### config.mk
export PLATFORM = sky130hd
export DESIGN_NAME = mux8_rr_scheduler
export DESIGN_NICKNAME = d
export VERILOG_FILES = /design/src/rtl/mux8_rr_scheduler.sv
export SDC_FILE = /design/constraint.sdc
export NUM_CORES = 1
export LEC_CHECK = 0
export CORE_UTILIZATION = 46
export DETAILED_ROUTE_END_ITERATION = 10
export PLACE_DENSITY = 0.91
export SLEW_MARGIN = 20
export SYNTH_ARGS = -nofsm -noshare
export SYNTH_HDL_FRONTEND = slang
export SYNTH_SLANG_ARGS = --single-unit
### constraint.sdc
create_clock -name clk -period 5.15 [get_ports clk]
set_clock_uncertainty 0.05 [all_clocks]
set_input_delay 1.03 -clock clk [delete_from_list [all_inputs] [get_ports clk]]
set_output_delay 1.03 -clock clk [all_outputs]
set_load 0.02 [all_outputs]
### src/rtl/mux8_rr_scheduler.sv
// mux8_rr_scheduler: round-robin scheduler sharing one 8:1 mux output among 8 requesters
module mux8_rr_scheduler #(
    parameter int DATA_W    = 8,
    parameter int MAX_BURST = 4
) (
    input  logic                clk,
    input  logic                rst,
    input  logic [7:0]          req,
    input  logic [8*DATA_W-1:0] in_data,
    input  logic                out_ready,
    output logic [7:0]          gnt,
    output logic                s2,
    output logic                s1,
    output logic                s0,
    output logic                out_valid,
    output logic [DATA_W-1:0]   out_data,
    output logic                busy
);
    typedef enum logic {IDLE, GRANT} state_t;
    state_t      state;
    logic [2:0]  ptr, sel, winner;
    logic [3:0]  beat_cnt;
    logic        accept, done;
    // Descending scan so the lowest offset from ptr wins.
    always_comb begin
        winner = ptr;
        for (int k = 7; k >= 0; k--)
            if (req[ptr + 3'(k)]) winner = ptr + 3'(k);
    end
    assign busy         = state == GRANT;
    assign gnt          = busy ? 8'd1 << sel : 8'd0;
    assign {s2, s1, s0} = sel;
    assign out_valid    = busy & req[sel];
    assign out_data     = in_data[sel*DATA_W +: DATA_W];
    assign accept       = out_valid & out_ready;
    assign done         = !req[sel] | (accept & beat_cnt == 4'(MAX_BURST - 1));
    always_ff @(posedge clk) begin
        if (rst) begin
            state    <= IDLE;
            ptr      <= '0;
            sel      <= '0;
            beat_cnt <= '0;
        end else if (state == IDLE) begin
            if (|req) begin
                sel      <= winner;
                beat_cnt <= '0;
                state    <= GRANT;
            end
        end else if (done) begin
            ptr   <= sel + 3'd1;
            state <= IDLE;
        end else if (accept) begin
            beat_cnt <= beat_cnt + 4'd1;
        end
    end
endmodule

Word level (Yosys, flattened, before mapping)
Cells that the tools add are included.
- bits in registers: 11
- input port bits: 75
- word-level logic and storage cells: 72
- $add $sub $neg: 9
- magnitude comparators: 9
- eq/ne operators: 3
- shift operators: 2
- multiplexer cells: 34
- bitwise operators: 5
- reductions and logical operators: 6
- operator list (operator ; count):
    64-bit by 7-bit indexed part select with 8-bit output ; 1
    3-bit by 4-bit < comparator with 1-bit output, second input constant ; 9
    1-bit binary-select mux with 3-bit select ; 9
    3-bit 2-to-1 mux ; 8
    4-bit 2-to-1 mux ; 4
    3-bit adder, second input constant ; 4
    1-bit 2-to-1 mux ; 12
    8-bit 2-to-1 mux ; 1
    8-bit OR reduction ; 1
    1-bit by 3-bit << shifter with 8-bit output, first input constant ; 1
    3-bit by 1-bit adder with 3-bit output, second input constant ; 2
    3-bit by 2-bit adder with 3-bit output, second input constant ; 2
    4-bit by 1-bit adder with 4-bit output, second input constant ; 1
    4-bit by 2-bit == test with 1-bit output, second input constant ; 1
    2-bit AND reduction ; 2
    1-bit AND ; 3
    3-bit AND reduction ; 1
    2-bit by 1-bit inequality test with 1-bit output, second input constant ; 1
    2-bit inequality test, second input constant ; 1
    2-bit nonzero test ; 1
    1-bit zero test ; 1
    1-bit NOT ; 1
    1-bit OR ; 1

Longest topological paths before layout
Gate-level depths: netlist of run 1.
- word-level depth: 11
- depth in mapped cells: 11
- gate-level depth less buffers: 8

Least setup slack after synthesis of run 1
OpenSTA, ideal clock, no wires.
- kind: input port to output port
- start point: in req[3]
- end point: out out_valid
- arrival: 1.946 ns
- required time: 4.070 ns
- slack: 2.124 ns
- cell stages on the path: 4
- buffers on the path: 1
- path through: clkbuf_2 -> mux4_2 -> mux2i_1 -> nor2b_2
- longest elaborated chain between the ends: 3
- ends and longest elaborated chain (item ; line ; text):
    start, declared ; 8 ; input logic [7:0] req,
    1-bit binary-select mux with 3-bit select ; 33 ; assign out_valid = busy & req[sel];
    1-bit 2-to-1 mux (implied by the code) ; 33 ;
    1-bit AND ; 33 ;
    end, declared ; 15 ; output logic out_valid,
No other way between the ends. The select of a mux whose other input is x is not followed.

Worst setup path after layout of run 1
- start point: in req[0]
- end point: out out_valid
The elaborated chain is that of the path after synthesis.

==> tab_implementation.tex, run 1 <==
\begin{tabular}{lr}
\hline
Metric & Value \\
\hline
\multicolumn{2}{l}{\textbf{Status}} \\
\quad Run status & completed \\
\multicolumn{2}{l}{\textbf{Clocking}} \\
\quad Hold-fix buffer count after cts & 0 \\
\quad TritonCTS buffer count & 3 \\
\quad Worst-Skew Late Latency & between 200 and 250 ps \\
\quad Number of clock sinks seen by CTS & 11 \\
\quad Clock tree root driver cell & sky130\_fd\_sc\_hd\_\_clkbuf\_8 \\
\quad Clock transition at path regs & about 50 ps \\
\quad Maximum number of buffers from clock root to sink & 2 \\
\quad Clock tree from TritonCTS & built \\
\quad Count of instances resized after the clock tree is built & 0 \\
\quad Post CTS Setup Buffer Count & 0 \\
\quad Number of levels the H-tree was split into & 1 \\
\multicolumn{2}{l}{\textbf{Min path}} \\
\quad Path type of the worst min-delay path & reg -> reg \\
\quad Hold Path Sink & beat\_cnt[3] \\
\quad Hold-critical path depth & 2 \\
\quad Hold wc startpoint & beat\_cnt[3] \\
\multicolumn{2}{l}{\textbf{Final layout}} \\
\quad Fraction of layout instances using a drive strength above 1 & 0.159 \\
\quad Most used cells in the layout excluding fill and tap cells & sky130\_fd\_sc\_hd\_\_clkdlybuf4s50\_1, sky130\_fd\_sc\_hd\_\_nand2\_1, sky130\_fd\_sc\_hd\_\_mux4\_2 \\
\quad Antenna diode count & 0 \\
\quad Number of nets at the end of the flow & 400 \\
\quad Area growth from synthesis to layout & 47.2\% \\
\quad Most common cell after layout, fill and taps aside & sky130\_fd\_sc\_hd\_\_clkdlybuf4s50\_1 \\
\multicolumn{2}{l}{\textbf{Worst setup path}} \\
\quad Crit. End Element & primary output \\
\quad Setup slack of the most critical reg-to-reg path & between 1500 and 2000 ps \\
\quad Launch point of the worst path & req[0] \\
\quad Max Fanout on Critical Path & 10 \\
\quad Launching element type of the critical path & input pin \\
\quad Data arrival at the endpoint of the critical path & approximately 3100 ps \\
\quad Count of cells along the worst register-to-register path & 8 \\
\quad Capture point of the worst reg-to-reg path & sel[0] \\
\quad Startpoint of the lowest-slack register-to-register path & ptr[0] \\
\quad Required time of the worst setup path & between 4000 and 5000 ps \\
\quad Critical path class & in -> out \\
\multicolumn{2}{l}{\textbf{Timing}} \\
\quad Final setup viols & 0 \\
\quad Setup repair after global routing missed its margin & false \\
\quad Hold WS & around 430 ps \\
\quad Post-route fraction of the period consumed by the critical path & 0.812 \\
\quad Max-Slew Margin vs Limit & 0.338 \\
\quad Min Tclk post-route & 4180 ps \\
\quad Achievable Freq & 239 MHz \\
\quad Max-slew violation count & 0 \\
\quad Final Hold Viols & 0 \\
\quad TNS Setup & 0 ps \\
\quad Worst slew pin tran & 992 ps \\
\multicolumn{2}{l}{\textbf{Die}} \\
\quad Initial core utilization & 0.482 \\
\quad Num rows & 24 \\
\quad Die area & just under 5000 sq um \\
\quad Floorplan core area & 4380 sq um \\
\quad I/O Pins & 96 \\
\quad Vertical die dimension & 69.8 um \\
\quad Horizontal die dimension & roughly 70 um \\
\multicolumn{2}{l}{\textbf{Pwr}} \\
\quad Proportion of power drawn by the clock network & 0.090 \\
\quad Total power density per cell area & just over 300 nW/um\^{}2 \\
\quad Switch Pwr & approximately 0.00042 W \\
\quad Worst supply voltage drop on vdd & 0.142 mV \\
\quad Internal cell power & 0.000535 W \\
\quad Leakage power & 1.16 nW \\
\quad Portion of total power attributed to sequential cells & 0.148 \\
\quad Logic pwr share & 0.762 \\
\quad Switching power as a share of total power & 0.441 \\
\multicolumn{2}{l}{\textbf{Synth}} \\
\quad Yosys cell types & 53 \\
\quad Mean instance size in the synthesized netlist & around 9.2 sq um \\
\quad Seq/Total Area, Yosys & 0.104 \\
\quad Dominant register cell in the synthesized netlist & sky130\_fd\_sc\_hd\_\_dfxtp\_1 \\
\quad Post-synthesis instance area & 2110 sq um \\
\quad Post-Synthesis Net Count & about 310 \\
\quad Post-synthesis instance total & about 230 \\
\quad Post-synthesis register bit count & 11 \\
\quad Count of warnings emitted by yosys & 0 \\
\quad Fraction of registers with async set or reset after synthesis & 0 \\
\quad Post-synth EDFFs & 0 \\
\multicolumn{2}{l}{\textbf{GRT}} \\
\quad Overall routing resource usage & 0.292 \\
\quad Largest net degree at the start of global routing & 32 \\
\quad Antenna violations before repair & 0 \\
\quad GRT overflow & 0 \\
\quad Vias in the first global route & roughly 2300 \\
\quad First-pass GRT wire length & roughly 11000 um \\
\multicolumn{2}{l}{\textbf{Routing}} \\
\quad Final wirelength & $\sim$7000 um \\
\quad DRC violations left & 0 \\
\quad Vias after detailed routing & around 2300 \\
\quad Drt initial violations & 104 \\
\quad Number of vias per cell & 6.23 \\
\quad Detailed-route wire length per cell & approximately 19 um \\
\quad Remaining antenna violation count after routing & 0 \\
\quad Number of search-and-repair iterations in the first detailed-routing pass & 4 \\
\multicolumn{2}{l}{\textbf{Placement}} \\
\quad Count of input and output buffers & 95 \\
\quad Routability congestion estimate & around 0.96 \\
\quad HPWL Detailed & 5440 um \\
\multicolumn{2}{l}{\textbf{Job}} \\
\quad Max capacitance violation total & 0 \\
\hline
\end{tabular}
per-layer routing:
layer,part of all wire,global-route usage,vias up
met5,0,0,-
met4,0.041,0.131,0
met3,0.089,0.0698,23
met2,0.51,0.500,127
met1,0.36,0.345,1080
li1,-,-,1056
worst max path at each step:
stage                           end  slack, ps  cells past startpoint
final                     out_valid        970                      5
after global routing      out_valid        910                      5
after global placement    out_valid       1020                      5
after floorplan           out_valid       2120                      4
after detailed placement  out_valid        980                      5
after CTS                 out_valid        980                      5
cell usage after synthesis, drive strengths merged (2+ instances only):
cell type | number | area, sq um
and3 | 5 | 31.3
and2 | 6 | 37.5
o21ai | 5 | 25.0
o211ai | 2 | 15.0
mux4 | 30 | 676
a21o | 2 | 15.0
mux2 | 5 | 56.3
nand3 | 6 | 30.0
nor3 | 3 | 15.0
o22ai | 3 | 18.8
nor2 | 9 | 33.8
buf | 11 | 70.1
nand2b | 6 | 37.5
ha | 9 | 113
nand2 | 41 | 154
dfxtp | 11 | 220
a21oi | 12 | 60.1
a221oi | 2 | 17.5
o31ai | 2 | 15.0
nor4 | 3 | 18.8
a22oi | 3 | 22.5
clkbuf | 6 | 23.8
xor2 | 4 | 35.0
inv | 6 | 22.5
mux2i | 14 | 153
nor2b | 4 | 35.0
a211oi | 2 | 15.0
cell type report:
class,instances,area [sq um]
Tap cell,52,65.1
Sequential cell,11,220
Fill cell,319,1270
Timing Repair Buffer,99,981
Multi-Input combinational cell,194,1770
Inverter,7,26.3
Clock buffer,4,45.0
critical path: stages:
cell and delay, ps:
sky130_fd_sc_hd__clkdlybuf4s50_1 570, sky130_fd_sc_hd__mux4_2 520, sky130_fd_sc_hd__mux2i_1 310, sky130_fd_sc_hd__nor2b_2 120, sky130_fd_sc_hd__clkdlybuf4s50_1 550
sequential cells by signal, summed over array words and instances (netlist names):
signal and cells:
beat_cnt 4, ptr 3, sel 3, busy 1
stage by stage:
stage               worst slack, ps  instances  total power (W)  area [sq um]   util
floorplan                      2120        229         0.000638          2110      -
CTS                             984        367         0.000957          3110  0.710
global route                    906        367          0.00102          3110  0.710
global placement               1020        363         0.000852          3070  0.699
finish                          968        367         0.000957          3110  0.710
detailed placement              984        363         0.000868          3070  0.699
logic make-up (layout without fill, tap and decap cells):
group                    Yosys count  count (layout)  share of synthesized area
AO/OA/AOI/OAI                     42              42                      0.138
XOR/XNOR                           5               5                     0.0207
adder cells (fa/ha/maj)            9               9                     0.0533
buffers and inverters             24             110                     0.0568
flip-flops                        11              11                      0.104
multiplexers                      49              49                      0.418
AND/OR/NAND/NOR                   89              89                      0.209
power groups by stage:
stage,clock network (W),registers (W),logic (W)
final,0.0000859,0.000142,0.000729
after detailed placement,0,0.000145,0.000724
after floorplan,0,0.000120,0.000518
after CTS,0.0000882,0.000142,0.000727
after global placement,0,0.000145,0.000707
after global routing,0.0000943,0.000148,0.000782
(Power assumes the default switching activity.)
==> run 2, diff against run 1 <==
--- a/config.mk
+++ b/config.mk
@@ -5,9 +5,9 @@
 export SDC_FILE = /design/constraint.sdc
 export NUM_CORES = 1
 export LEC_CHECK = 0
-export CORE_UTILIZATION = 46
+export CORE_UTILIZATION = 43
 export DETAILED_ROUTE_END_ITERATION = 10
-export PLACE_DENSITY = 0.91
+export PLACE_DENSITY = 0.86
 export SLEW_MARGIN = 20
 export SYNTH_ARGS = -nofsm -noshare
 export SYNTH_HDL_FRONTEND = slang
==> constraint.sdc (replaced) <==
create_clock -name clk -period 3.9 [get_ports clk]
set_clock_uncertainty 0.05 [all_clocks]
set_input_delay 0.78 -clock clk [delete_from_list [all_inputs] [get_ports clk]]
set_output_delay 0.78 -clock clk [all_outputs]
set_load 0.02 [all_outputs]
==> tab_implementation.tex, run 2 (same netlist as run 1, synthesis figures left out) <==
\begin{tabular}{lr}
\hline
Metric & Value \\
\hline
\multicolumn{2}{l}{\textbf{Worst setup path}} \\
\quad Startpoint of the lowest-slack register-to-register path & ptr[0] \\
\quad Data arrival at the endpoint of the critical path & 2910 ps \\
\quad Count of cells along the worst register-to-register path & 7 \\
\quad Critical path class & in -> out \\
\quad Launch point of the worst path & req[4] \\
\quad Crit. End Element & primary output \\
\quad Required time of the worst setup path & $\sim$3100 ps \\
\quad Launching element type of the critical path & input pin \\
\quad Max Fanout on Critical Path & 9 \\
\multicolumn{2}{l}{\textbf{Clocking}} \\
\quad Worst-Skew Late Latency & 240 ps \\
\quad Number of clock sinks seen by CTS & 11 \\
\quad Clock tree from TritonCTS & built \\
\quad Hold-fix buffer count after cts & 0 \\
\quad Number of levels the H-tree was split into & 1 \\
\quad Maximum number of buffers from clock root to sink & 2 \\
\quad Clock transition at path regs & 50 ps \\
\quad Post CTS Setup Buffer Count & 0 \\
\quad TritonCTS buffer count & 3 \\
\quad Clock tree root driver cell & sky130\_fd\_sc\_hd\_\_clkbuf\_8 \\
\quad Count of instances resized after the clock tree is built & 0 \\
\multicolumn{2}{l}{\textbf{Job}} \\
\quad Max capacitance violation total & 0 \\
\multicolumn{2}{l}{\textbf{Timing}} \\
\quad Post-route fraction of the period consumed by the critical path & 0.958 \\
\quad Min Tclk post-route & 3740 ps \\
\quad Max-Slew Margin vs Limit & 0.473 \\
\quad Final Hold Viols & 0 \\
\quad Worst slew pin tran & $\sim$790 ps \\
\quad Max-slew violation count & 0 \\
\quad Setup repair after global routing missed its margin & false \\
\quad Achievable Freq & around 270 MHz \\
\quad TNS Setup & 0 ps \\
\quad Final setup viols & 0 \\
\multicolumn{2}{l}{\textbf{Die}} \\
\quad Vertical die dimension & approximately 70 um \\
\quad Horizontal die dimension & 72.1 um \\
\quad Die area & about 5200 sq um \\
\quad Floorplan core area & 4720 sq um \\
\quad Initial core utilization & 0.448 \\
\quad Num rows & 25 \\
\quad I/O Pins & 96 \\
\multicolumn{2}{l}{\textbf{Final layout}} \\
\quad Antenna diode count & 0 \\
\quad Register with the most flip-flops & beat\_cnt \\
\quad FILL cells & between 300 and 400 \\
\quad Number of nets at the end of the flow & 408 \\
\quad Area growth from synthesis to layout & 50.9\% \\
\quad Largest regs & beat\_cnt: 4 flops, ptr: 3 flops, sel: 3 flops \\
\quad Most common cell after layout, fill and taps aside & sky130\_fd\_sc\_hd\_\_clkdlybuf4s50\_1 \\
\quad Fraction of layout instances using a drive strength above 1 & 0.180 \\
\quad Flip-flop count of the largest register after layout & 4 \\
\quad Most used cells in the layout excluding fill and tap cells & sky130\_fd\_sc\_hd\_\_clkdlybuf4s50\_1, sky130\_fd\_sc\_hd\_\_nand2\_1, sky130\_fd\_sc\_hd\_\_mux4\_2 \\
\quad Final core utilization & 0.675 \\
\multicolumn{2}{l}{\textbf{Placement}} \\
\quad Routability congestion estimate & approximately 0.93 \\
\quad Count of input and output buffers & 95 \\
\quad HPWL Detailed & 5280 um \\
\multicolumn{2}{l}{\textbf{GRT}} \\
\quad Vias in the first global route & 2108 \\
\quad Antenna violations before repair & 0 \\
\quad First-pass GRT wire length & 10500 um \\
\quad Overall routing resource usage & 0.255 \\
\quad GRT overflow & 0 \\
\quad Largest net degree at the start of global routing & 24 \\
\multicolumn{2}{l}{\textbf{Routing}} \\
\quad Final wirelength & 6640 um \\
\quad Vias after detailed routing & 2274 \\
\quad Detailed-route wire length per cell & between 15 and 20 um \\
\quad Drt initial violations & about 100 \\
\quad DRC violations left & 0 \\
\quad Number of search-and-repair iterations in the first detailed-routing pass & 4 \\
\quad Remaining antenna violation count after routing & 0 \\
\quad Number of vias per cell & 5.83 \\
\multicolumn{2}{l}{\textbf{Min path}} \\
\quad Hold-critical path depth & 2 \\
\quad Path type of the worst min-delay path & reg -> reg \\
\quad Hold wc startpoint & beat\_cnt[3] \\
\multicolumn{2}{l}{\textbf{Status}} \\
\quad Run status & completed \\
\multicolumn{2}{l}{\textbf{Pwr}} \\
\quad Worst supply voltage drop on vdd & between 0.15 and 0.2 mV \\
\quad Leakage power & 1.20 nW \\
\quad Total power density per cell area & about 400 nW/um\^{}2 \\
\hline
\end{tabular}
## run 2: final timing paths
| check | endpoint | slack, ps |
|---|---|---|
| setup / recovery | out_valid | 160 |
| hold / removal | beat_cnt[3] | 450 |
| setup reg to reg | sel[0] | 940 |
| hold reg to reg | beat_cnt[3] | 450 |
## run 2: power by group
part	switching [W]	internal (W)
combinational	0.000478	0.000513
sequential	0.0000318	0.000128
clock	0.0000423	0.0000717
## run 2: per-stage QoR
stage / std cells / total power, W / setup WS [ps] / instance area [sq um] / hold slack, ps
after floorplan: 229 / 0.000842 / 1130 / 2110 / 409
after global placement: 386 / 0.00113 / 246 / 3150 / 419
after detailed placement: 386 / 0.00115 / 180 / 3150 / 443
after CTS: 390 / 0.00127 / 193 / 3190 / 450
after global routing: 390 / 0.00135 / 109 / 3190 / 489
final: 390 / 0.00127 / 163 / 3190 / 447
## run 2: routing by layer
layer  GRT usage  share of wire  vias up  wire length, um
met1       0.301           0.38     1093             2540
met5           0              0        -                0
met4      0.0588          0.017        0              112
met3      0.0458          0.091        8              604
li1            -              -     1074                -
met2       0.476           0.51       99             3380
## run 2: critical path: stages
cell and delay [ps]:
sky130_fd_sc_hd__clkdlybuf4s50_1 560, sky130_fd_sc_hd__mux4_2 520, sky130_fd_sc_hd__mux2i_1 360, sky130_fd_sc_hd__nor2b_2 130, sky130_fd_sc_hd__clkdlybuf4s50_1 560
## run 2: layout make-up
cell class	instances	area, sq um	area share
inverter	7	26.3	0.00824
timing repair buffer	107	1040	0.326
tap	67	83.8	0.0263
multi-input combinational	194	1770	0.556
sequential	11	220	0.0690
clock buffer	4	45.0	0.0141
